--- config.mk ---
export PLATFORM = sky130hd
export DESIGN_NAME = r_dec
export DESIGN_NICKNAME = d
export VERILOG_FILES = /design/src/rtl/rate_pkg.sv /design/src/rtl/r_dec_cnt.sv /design/src/rtl/r_dec.sv
export SDC_FILE = /design/constraint.sdc
export NUM_CORES = 1
export LEC_CHECK = 0
export ABC_AREA = 1
export CAP_MARGIN = 15
export CORE_MARGIN = 2
export CORE_UTILIZATION = 40
export CTS_CLUSTER_SIZE = 28
export DETAILED_ROUTE_END_ITERATION = 16
export GPL_ROUTABILITY_DRIVEN = 0
export PLACE_DENSITY_LB_ADDON = 0.08
export SYNTH_ARGS = -nofsm -noshare
export SYNTH_HDL_FRONTEND = slang
export SYNTH_HIERARCHICAL = 1
export SYNTH_SLANG_ARGS = --single-unit
--- constraint.sdc ---
create_clock -name clk -period 3.3 [get_ports clk]
set_input_delay 0.33 -clock clk [delete_from_list [all_inputs] [get_ports clk]]
set_output_delay 0.33 -clock clk [all_outputs]
set_load 0.03 [all_outputs]
--- src/rtl/rate_pkg.sv ---
// Definitions shared by the interpolation and decimation rate stages:
// default ratio, counter-width helper and mode encodings.
package rate_pkg;

    localparam int RATE_M = 2000;

    typedef enum logic {
        MODE_PICK = 1'b0,
        MODE_SUM  = 1'b1
    } mode_t;

    // Bits needed to count 0..value-1; evaluated at elaboration only.
    function automatic int clog2(input int value);
        int bits;
        int v;
        bits = 0;
        v    = value - 1;
        while (v > 0) begin
            bits = bits + 1;
            v    = v >> 1;
        end
        return bits;
    endfunction

endpackage

--- src/rtl/r_dec_cnt.sv ---
// Modulo-M frame counter: advances on en, cleared synchronously by clr,
// and flags the sample that closes a frame.
module r_dec_cnt
    import rate_pkg::*;
#(
    parameter int M  = RATE_M,
    parameter int CW = clog2(M)
) (
    input  logic          clk,
    input  logic          clr,
    input  logic          en,
    output logic [CW-1:0] cnt,
    output logic          wrap
);

    localparam logic [CW-1:0] LAST = CW'(M - 1);

    assign wrap = en && (cnt == LAST);

    always_ff @(posedge clk) begin
        if (clr) begin
            cnt <= '0;
        end else if (wrap) begin
            cnt <= '0;
        end else if (en) begin
            cnt <= cnt + 1'b1;
        end
    end

endmodule

--- src/rtl/r_dec.sv ---
// Decimating rate stage: one output per M valid inputs, either a picked
// sample at a programmable phase or the exact sum of the whole frame.
module r_dec
    import rate_pkg::*;
#(
    parameter  int Win  = 19,
    parameter  int M    = RATE_M,
    parameter  int CW   = clog2(M),
    localparam int Wout = Win + CW
) (
    input  logic                   clk,
    input  logic                   rst,
    input  logic signed [Win-1:0]  data_in,
    input  logic                   val_in,
    input  logic                   mode,
    input  logic        [CW-1:0]   phase,
    output logic signed [Wout-1:0] data_out,
    output logic                   val_out
);

    mode_t                  mode_q;
    logic                   mode_chg;
    logic        [CW-1:0]   cnt;
    logic                   wrap;
    logic signed [Wout-1:0] acc;
    logic signed [Wout-1:0] sample;
    logic signed [Wout-1:0] total;

    assign mode_chg = (mode_t'(mode) != mode_q);
    assign sample   = {{CW{data_in[Win-1]}}, data_in};
    // Wout = Win + CW bits holds M full-scale samples, so this add is exact.
    assign total    = acc + sample;

    // A mode change restarts the frame and swallows that cycle's sample.
    r_dec_cnt #(
        .M  (M),
        .CW (CW)
    ) u_cnt (
        .clk  (clk),
        .clr  (rst || mode_chg),
        .en   (val_in),
        .cnt  (cnt),
        .wrap (wrap)
    );

    // NOTE: non-blocking assignments make every register here sample the
    // pre-edge acc/cnt, so the dump and the accumulator clear coexist safely.
    always_ff @(posedge clk) begin
        if (rst) begin
            data_out <= '0;
            val_out  <= 1'b0;
            acc      <= '0;
            mode_q   <= mode_t'(mode);
        end else begin
            val_out <= 1'b0;
            if (mode_chg) begin
                mode_q <= mode_t'(mode);
                acc    <= '0;
            end else if (val_in) begin
                if (mode_q == MODE_PICK) begin
                    if (cnt == phase) begin
                        data_out <= sample;
                        val_out  <= 1'b1;
                    end
                end else if (wrap) begin
                    data_out <= total;
                    val_out  <= 1'b1;
                    acc      <= '0;
                end else begin
                    acc <= total;
                end
            end
        end
    end

endmodule

==> results of run 1 <==
## through the flow
step / cell area, sq um / worst slack [ns] / util / power (mW)
after global placement: 6460 / 0.629 / 0.467 / 1.53
after floorplan: 5640 / 1.42 / - / 1.33
after global routing: 6760 / 0.715 / 0.489 / 2.65
final: 6760 / 0.905 / 0.489 / 2.52
after CTS: 6760 / 0.887 / 0.489 / 2.54
after detailed placement: 6460 / 0.595 / 0.467 / 1.53
## metal layers
layer / up-vias / routed length, um / global-route usage / share of wire
met5: - / 0 / 0 / 0
li1: 3066 / - / - / -
met2: 94 / 7400 / 0.364 / 0.44
met1: 2517 / 8650 / 0.335 / 0.51
met3: 14 / 661 / 0.0353 / 0.039
met4: 0 / 193 / 0.0496 / 0.011
## worst max-delay path, delay by kind of cell (launching register included)
family                   cells  cell delay [ns]
buffers and inverters        2             0.21
adder cells (fa/ha/maj)      1             0.25
AND/OR/NAND/NOR              3             0.93
AO/OA/AOI/OAI                2             0.44
flip-flops                   1             0.43
## logic make-up after synthesis
logic type	Yosys count	synth area share
adder cells (fa/ha/maj)	31	0.0701
AO/OA/AOI/OAI	98	0.103
AND/OR/NAND/NOR	550	0.413
flip-flops	73	0.261
XOR/XNOR	26	0.0417
buffers and inverters	157	0.112
## flip-flops by register name, indices dropped and copies added, names as in the netlist
signal / count
data_out: 30
u_cnt/cnt: 11
acc: 30
val_out: 1
mode_q: 1
## cell usage in the layout, fill, tap and decap left out, types with 2 or more instances in the layout
master             n
nand2_1          318
inv_1            133
nor2_1           100
nand3_1           83
dfxtp_1           72
clkdlybuf4s50_1   64
a21oi_1           60
ha_1              30
xnor2_1           17
a21oi_2           10
a22oi_1           10
clkbuf_16          9
buf_4              9
nand3b_1           8
xor2_1             8
nor2_2             7
or2_1              6
o21ai_1            6
nand3_2            5
o21ai_0            5
nor3_1             5
o21bai_1           4
nand4_1            4
or2_0              4
inv_2              3
clkinv_4           3
nand2_2            3
nand2_4            2
## cell type report
cell class | count | area, sq um
flip-flops and latches | 73 | 1470
clock buffers | 10 | 229
clock inverters | 6 | 68.8
well taps | 180 | 225
multi-input cells | 705 | 3540
repair buffers | 73 | 708
fillers | 1462 | 7070
inverters | 137 | 514
## worst max path at each step
stage	to	slack, ns	depth (start not counted)
floorplan	data_out[16]	1.42	15
global placement	data_out[18]	0.63	10
detailed placement	data_out[29]	0.59	10
CTS	data_out[29]	0.89	8
global route	data_out[16]	0.72	16
finish	data_out[29]	0.90	8
## power groups by stage
stage | registers (mW) | clock network [mW] | logic (mW)
6_report | 0.936 | 1.02 | 0.572
5_1_grt | 0.940 | 1.07 | 0.637
4_1_cts | 0.936 | 1.03 | 0.572
3_5_place_dp | 0.956 | 0 | 0.570
3_3_place_gp | 0.956 | 0 | 0.571
2_1_floorplan | 0.974 | 0 | 0.358
==> run_results.csv, run 1 <==
group,metric,value,unit
status,status,"completed",
layout,instances_no_fill,1184,
place,dp_cells,1168,
detailed_routing,drt-vias-per-instance,4.81,
clock_network,cts_root_buf,"clkbuf_16",
setup_path,reg2reg_from,"u_cnt/cnt[0]",
setup_path,worst-r2r-setup-slack,0.90,ns
sta,min_period,2.40,ns
floorplan,die_area,15100,sq um
power_and_ir_drop,ir_worst_vdd,0.219,mV
sta,clock.fmax,418,MHz
logic_synthesis,ys_ff_latch,73,
grt,grt_max_degree,31,
sta,fin_worst_skew,0.00928,ns
setup_path,startpoint,"u_cnt/cnt[0]",
setup_path,reg2reg_depth,8,
logic_synthesis,syn_inst,935,
detailed_routing,drt_first_iter_violations,398,
logic_synthesis,synthFlopType,"dfxtp_1",
sta,worst_slew_pin_slew,0.707,ns
logic_synthesis,synth-edff-count,1,
sta,setup_tns,0,ns
logic_synthesis,synth-seq-area-share,0.261,
job,max_cap_violations,0,
setup_path,critPathSlowestCell,"dfxtp_1",
power_and_ir_drop,p_comb_frac,0.227,
setup_path,critical_path_class,"reg2reg",
floorplan,die_x,123,um
layout,drive_above_1_share,0.0588,
power_and_ir_drop,power_per_cell_area,373,nW/um^2
floorplan,rows,43,
sta,finalSetupViolations,0,
logic_synthesis,synth.top_cells.by_count,"318 x nand2_1, 133 x inv_1, 100 x nor2_1, 83 x nand3_1, 72 x dfxtp_1",
setup_path,cp_cell_sequence,"ha_1 > inv_1 > nor3_1 > inv_1 > a21oi_4 > nand2_4 > nor2_4 > a21oi_1",
logic_synthesis,async_reset_ff_frac,0,
clock_network,htree_levels,3,
sta,slew_headroom,0.527,
power_and_ir_drop,p_seq_frac,0.371,
power_and_ir_drop,cellLeakagePower,3.25,nW
power_and_ir_drop,power.net_switching,0.813,mW
detailed_routing,vias,5691,
layout,area_growth,19.8,%
clock_network,cts_tree,"yes",
sta,finalHoldViolCount,0,
logic_synthesis,syn_nets,1000,
place,dpl.hpwl,13200,um
clock_network,insertion_delay,0.34,ns
power_and_ir_drop,p_int,1.71,mW
clock_network,cts_resized,0,
sta,rsz0062_at_grt,"no",
hold_path,holdCritPathClass,"reg2reg",
setup_path,path_max_fanout,24,
sta,post-route-period-util,0.726,
setup_path,cp.arrival,2.61,ns
logic_synthesis,synth_area_leaders,"dfxtp_1 26%, nand2_1 21%, inv_1 8.8%",
sta,slew_violations,0,
detailed_routing,ant_nets,0,
setup_path,required,3.51,ns
logic_synthesis,yosys_warnings,6,
clock_network,clkSinkCount,73,
clock_network,clkSlewWorstSetupHoldPaths,0.06,ns
clock_network,cts_setup_buffers,0,
grt,track_usage,0.232,
setup_path,r2r-end,"data_out[29]",
clock_network,cts_buffer_depth,2,
power_and_ir_drop,clkPwrFrac,0.403,
floorplan,core_area,13800,sq um
floorplan,die_y,123,um
power_and_ir_drop,swShare,0.322,
grt,grt_pass1_vias,5123,
logic_synthesis,avgSynthCellArea,6.04,sq um
layout,diodes,0,
clock_network,numCtsBuffers,9,
floorplan,start_util,0.408,
detailed_routing,wl_per_cell,14.3,um
logic_synthesis,synth.distinct_cells,41,
place,portBuffers,64,
logic_synthesis,synth_most_common_cell,"nand2_1",
clock_network,cts_hold_buf,0,
hold_path,hold_depth,2,
logic_synthesis,synth_top_area_share,0.255,
grt,grt_overflow,0,
layout,final_nets,1064,
hold_path,hold_end,"data_out[8]",
detailed_routing,drc,0,
detailed_routing,dr.pass1.iters,5,
grt,antenna_found_initial,0,
setup_path,crit_path_end_kind,"flip-flop",
setup_path,path_common_cell,"inv_1",
sta,whs,0.461,ns
setup_path,critPathLaunchType,"flip-flop",
grt,grt_pass1_wl,26800,um
setup_path,max_stage_delay,0.43,ns
detailed_routing,postRouteWirelength,16900,um
logic_synthesis,synth_largest_area_cell,"dfxtp_1",
logic_synthesis,syn-cell-area,5640,sq um
floorplan,num_io_pins,65,
hold_path,worstHoldStart,"data_out[8]",
Note: power is estimated with default switching activity, not from simulation.
==> run 2: changes to the inputs <==
Clock period 3.3 ns to 2.09 ns, I/O delays scaled along.
==> run 2 against run 1 <==
Effect of this change:
- highest routed layer unchanged
- sequential power is 58% higher
- flip-flop and latch count unchanged
- hold slack got worse by 0.15 ns
- clock power up 54%
- design area is 13% higher
- critical path type is now in2reg
- worst setup slack lost 0.82 ns
- utilization is 6.5 points higher
- wire length rose by 4.9%
==> run_results.csv, run 2 (synthesis results as in run 1) <==
group,metric,value,unit
setup_path,critPathLaunchType,"primary input",
sta,finalSetupViolations,0,
sta,rsz0062_at_grt,"yes",
power_and_ir_drop,ir_worst_vdd,0.337,mV
clock_network,clkSlewWorstSetupHoldPaths,0.06,ns
grt,grt_overflow,0,
status,status,"completed",
clock_network,cts_buffer_depth,2,
detailed_routing,drc,0,
place,dpl.hpwl,13800,um
setup_path,crit_path_end_kind,"flip-flop",
clock_network,cts_tree,"yes",
grt,grt_pass1_vias,5461,
sta,fin_worst_skew,0.00718,ns
detailed_routing,drt-vias-per-instance,4.84,
detailed_routing,postRouteWirelength,17700,um
sta,slew_violations,0,
power_and_ir_drop,power_per_cell_area,543,nW/um^2
sta,slew_headroom,0.736,
power_and_ir_drop,total_power,4.16,mW
sta,post-route-period-util,0.957,
detailed_routing,ant_nets,0,
floorplan,die_area,15100,sq um
layout,fin_util,0.553,
power_and_ir_drop,cellLeakagePower,3.74,nW
layout,final_nets,1154,
hold_path,holdCritPathClass,"in2reg",
floorplan,start_util,0.408,
sta,whs,0.313,ns
detailed_routing,dr.pass1.iters,5,
setup_path,critPathSlowestCell,"clkdlybuf4s50_1",
floorplan,rows,43,
setup_path,cp_cell_sequence,"clkdlybuf4s50_1 > buf_4 > ha_1 > nand2_1 > nor2_2 > buf_4 > nand2_1 > nor2_1 > nand2_1 > nand3_1 > nand3_1 > a21oi_1",
floorplan,core_area,13800,sq um
clock_network,cts_hold_buf,0,
grt,track_usage,0.241,
setup_path,path_max_fanout,6,
grt,antenna_found_initial,0,
layout,final_cell_mix,"313 x nand2_1, 133 x inv_1, 94 x buf_4",
clock_network,numCtsBuffers,9,
setup_path,worst-r2r-setup-slack,0.12,ns
clock_network,insertion_delay,0.35,ns
place,portBuffers,64,
sta,min_period,2.00,ns
sta,finalHoldViolCount,0,
clock_network,clkSinkCount,73,
floorplan,num_io_pins,65,
layout,layout_commonest_cell,"nand2_1",
setup_path,path_common_cell,"nand2_1",
setup_path,path_buf_inv,3,
sta,clock.fmax,500,MHz
grt,grt_max_degree,33,
layout,area_growth,35.6,%
layout,reg.largest.list,"acc (30), data_out (30), u_cnt/cnt (11)",
clock_network,cts_root_buf,"clkbuf_16",
setup_path,max_stage_delay,0.42,ns
grt,grt_pass1_wl,27600,um
setup_path,required,2.37,ns
setup_path,cp_top_family,"simple AND/OR/NAND/NOR gates",
layout,diodes,0,
setup_path,critical_path_class,"in2reg",
setup_path,cp.arrival,2.28,ns
detailed_routing,drt_first_iter_violations,391,
clock_network,htree_levels,3,
floorplan,die_x,123,um
sta,worst_slew_pin_slew,0.396,ns
floorplan,die_y,123,um
job,max_cap_violations,0,
layout,drive_above_1_share,0.169,
detailed_routing,vias,6161,
detailed_routing,wl_per_cell,13.9,um
run 2: worst reg2reg max path, cell delays in order, from the launching register on:
cell	delay [ns]
dfxtp_2	0.35
ha_4	0.14
inv_1	0.04
fa_1	0.37
inv_1	0.10
nand3_1	0.09
nand3_2	0.11
nand2_1	0.06
nand2_1	0.14
nand2_1	0.12
nand4_1	0.13
nand3_1	0.13
a21oi_2	0.13
run 2: what timing repair did:
action | 4_1_cts | 5_1_grt
resized for setup | 0 | 38
endpoints found under the setup margin | 0 | 44
buffers inserted | 0 | 1
run 2: per-layer routing:
layer,GRT usage,vias to the layer above,routed length (um)
li1,-,3243,-
met1,0.341,2724,8710
met2,0.379,173,7720
met3,0.0283,21,926
met4,0.0805,0,371
met5,0,-,0
run 2: worst paths after layout:
path / startpoint / to / cells after the start
worst min register to register: acc[15] / acc[15] / 2
worst max register to register: acc[0] / data_out[22] / 12
worst max-delay path: data_in[18] / data_out[29] / 12
worst min-delay path: data_in[0] / data_out[0] / 5
run 2: report_power, final:
part           internal, mW  switching, mW
Combinational         0.484          0.632
Sequential             1.44         0.0326
Clock                 0.875          0.691
Total                  2.80           1.36
run 2: final cells by class:
type,instances,area [sq um]
inverter,137,514
multi-input combinational,705,3700
tap,180,225
fill,1432,6180
timing repair buffer,163,1450
clock buffer,10,250
clock inverter,5,40.0
sequential,73,1470
run 2: stage by stage:
step,setup TNS [ns],setup slack (ns),cells,area [sq um]
5_1_grt,-0.102,-0.0549,1273,7650
3_3_place_gp,-9.89,-0.299,1257,7190
4_1_cts,0,0.0257,1272,7480
6_report,0,0.0898,1273,7650
3_5_place_dp,-11.09,-0.316,1257,7190
2_1_floorplan,0,0.228,935,5640
==> run 3: changes to the inputs <==
Settings changed: PLACE_DENSITY from default to 0.66, PLACE_DENSITY_LB_ADDON 0.08 to default.
==> run 3 against run 2 <==
Effect of this change:
- design area shrank 1.3%
- clock power is essentially flat
- utilization shrank 0.72 points
- die area is the same
- final cell count shrank 0.79%
- count of clock-buffer cells in the layout grew 2
- worst setup slack gained 0.0087 ns
- highest routed layer unchanged
==> run_results.csv, run 3 (synthesis results as in run 1) <==
group,metric,value,unit
setup_path,required,2.37,ns
sta,slew_headroom,0.757,
sta,slew_violations,0,
detailed_routing,drc,0,
grt,grt_pass1_wl,27400,um
sta,fin_worst_skew,0.00936,ns
sta,finalHoldViolCount,0,
sta,whs,0.292,ns
clock_network,clkSinkCount,73,
setup_path,cp_top_family,"simple AND/OR/NAND/NOR gates",
grt,grt_max_degree,33,
hold_path,holdCritPathClass,"in2reg",
power_and_ir_drop,swShare,0.306,
setup_path,reg2reg_from,"acc[3]",
setup_path,startpoint,"data_in[18]",
detailed_routing,drt-vias-per-instance,4.81,
place,dpl.hpwl,13100,um
sta,post-route-period-util,0.953,
detailed_routing,vias,6078,
setup_path,path_buf_inv,3,
sta,min_period,1.99,ns
setup_path,cp_cell_sequence,"clkdlybuf4s50_1 > buf_4 > ha_1 > nand2_1 > nor2_1 > inv_1 > nor3_1 > nand2_1 > nand3_1 > nand3_1 > a21oi_2",
clock_network,insertion_delay,0.34,ns
layout,instances_no_fill,1263,
clock_network,numCtsBuffers,9,
detailed_routing,dr.pass1.iters,5,
setup_path,cp.depth,11,
clock_network,cts_hold_buf,0,
floorplan,die_area,15100,sq um
place,dp_cells,1247,
sta,fin_ws,0.0985,ns
setup_path,cp.arrival,2.27,ns
setup_path,r2r-end,"data_out[15]",
detailed_routing,ant_nets,0,
setup_path,crit_path_end_kind,"flip-flop",
setup_path,critical_path_class,"in2reg",
place,post_dp_cell_area,7140,sq um
setup_path,max_stage_delay,0.42,ns
clock_network,clkSlewWorstSetupHoldPaths,0.06,ns
setup_path,worst-r2r-setup-slack,0.16,ns
detailed_routing,wl_per_cell,13.5,um
detailed_routing,drt_first_iter_violations,417,
layout,diodes,0,
place,portBuffers,64,
power_and_ir_drop,power.net_switching,1.26,mW
layout,fin_util,0.546,
layout,design_area,7550,sq um
floorplan,start_util,0.408,
power_and_ir_drop,p_comb_frac,0.265,
grt,met1_usage,0.323,
setup_path,path_max_fanout,7,
floorplan,core_area,13800,sq um
power_and_ir_drop,power_per_cell_area,546,nW/um^2
layout,final_nets,1144,
power_and_ir_drop,cellLeakagePower,3.69,nW
layout,area_growth,33.8,%
clock_network,htree_levels,3,
detailed_routing,postRouteWirelength,17100,um
grt,track_usage,0.236,
power_and_ir_drop,ir_worst_vdd,0.383,mV
grt,grt_pass1_vias,5660,
floorplan,num_io_pins,65,
grt,busiest_layer,"met2",
layout,layout_commonest_cell,"nand2_1",
layout,drive_above_1_share,0.151,
setup_path,critPathLaunchType,"primary input",
grt,grt_use_met2,0.366,
floorplan,rows,43,
layout,final_cell_mix,"311 x nand2_1, 132 x inv_1, 96 x nor2_1",
place,pre_cts_ws,-0.331,ns
grt,grt_overflow,0,
sta,setup_tns,0,ns
sta,clock.fmax,502,MHz
floorplan,die_x,123,um
job,max_cap_violations,0,
status,status,"completed",
sta,finalSetupViolations,0,
clock_network,cts_root_buf,"clkbuf_16",
setup_path,reg2reg_depth,12,
floorplan,die_y,123,um
grt,antenna_found_initial,0,
sta,worst_slew_pin_slew,0.360,ns
clock_network,cts_buffer_depth,2,
power_and_ir_drop,p_int,2.86,mW
setup_path,endpoint,"data_out[25]",
clock_network,cts_tree,"yes",
layout,reg.largest.list,"acc (30), data_out (30), u_cnt/cnt (11)",
setup_path,critPathSlowestCell,"clkdlybuf4s50_1",
power_and_ir_drop,total_power,4.12,mW
power_and_ir_drop,clkPwrFrac,0.378,
power_and_ir_drop,p_seq_frac,0.358,
grt,met3_usage,0.0474,
## run 3: repair_timing
item	CTS	global route
buffers inserted	0	1
resized for setup	0	29
endpoints found under the setup margin	0	36
## run 3: how the worst min path moves through the flow
stage                     start     endpoint  slack [ns]  cells past startpoint
global route         data_in[0]  data_out[0]        0.33                      5
global placement    data_out[7]  data_out[7]        0.45                      2
detailed placement  data_out[7]  data_out[7]        0.46                      2
finish               data_in[0]  data_out[0]        0.29                      5
floorplan                   rst  data_out[6]        0.28                      1
CTS                 data_out[7]  data_out[7]        0.47                      2
## run 3: layer usage
| layer | vias to the layer above | part of all wire |
|---|---|---|
| li1 | 3218 | - |
| met1 | 2684 | 0.47 |
| met2 | 155 | 0.45 |
| met3 | 21 | 0.062 |
| met4 | 0 | 0.018 |
| met5 | - | 0 |
## run 3: power by group through the flow
| stage | combinational, mW | sequential, mW | clock (mW) |
|---|---|---|---|
| after CTS | 1.06 | 1.47 | 1.58 |
| after detailed placement | 1.06 | 1.50 | 0 |
| final | 1.09 | 1.47 | 1.56 |
| after global routing | 1.20 | 1.48 | 1.66 |
| after global placement | 1.05 | 1.50 | 0 |
| after floorplan | 0.565 | 1.54 | 0 |
## run 3: worst reg2reg max path, delay by kind of cell, from the launching register on
| kind | cells | cell delay [ns] |
|---|---|---|
| and+or+nand+nor | 11 | 1.15 |
| adders and majority gates | 1 | 0.36 |
| DFF | 1 | 0.31 |
## run 3: area by class of cell
| type | count | area (sq um) |
|---|---|---|
| fillers | 1370 | 6280 |
| inverters | 137 | 514 |
| clock buffers | 12 | 246 |
| well taps | 180 | 225 |
| flip-flops and latches | 73 | 1470 |
| clock inverters | 3 | 42.5 |
| repair buffers | 153 | 1400 |
| multi-input cells | 705 | 3650 |
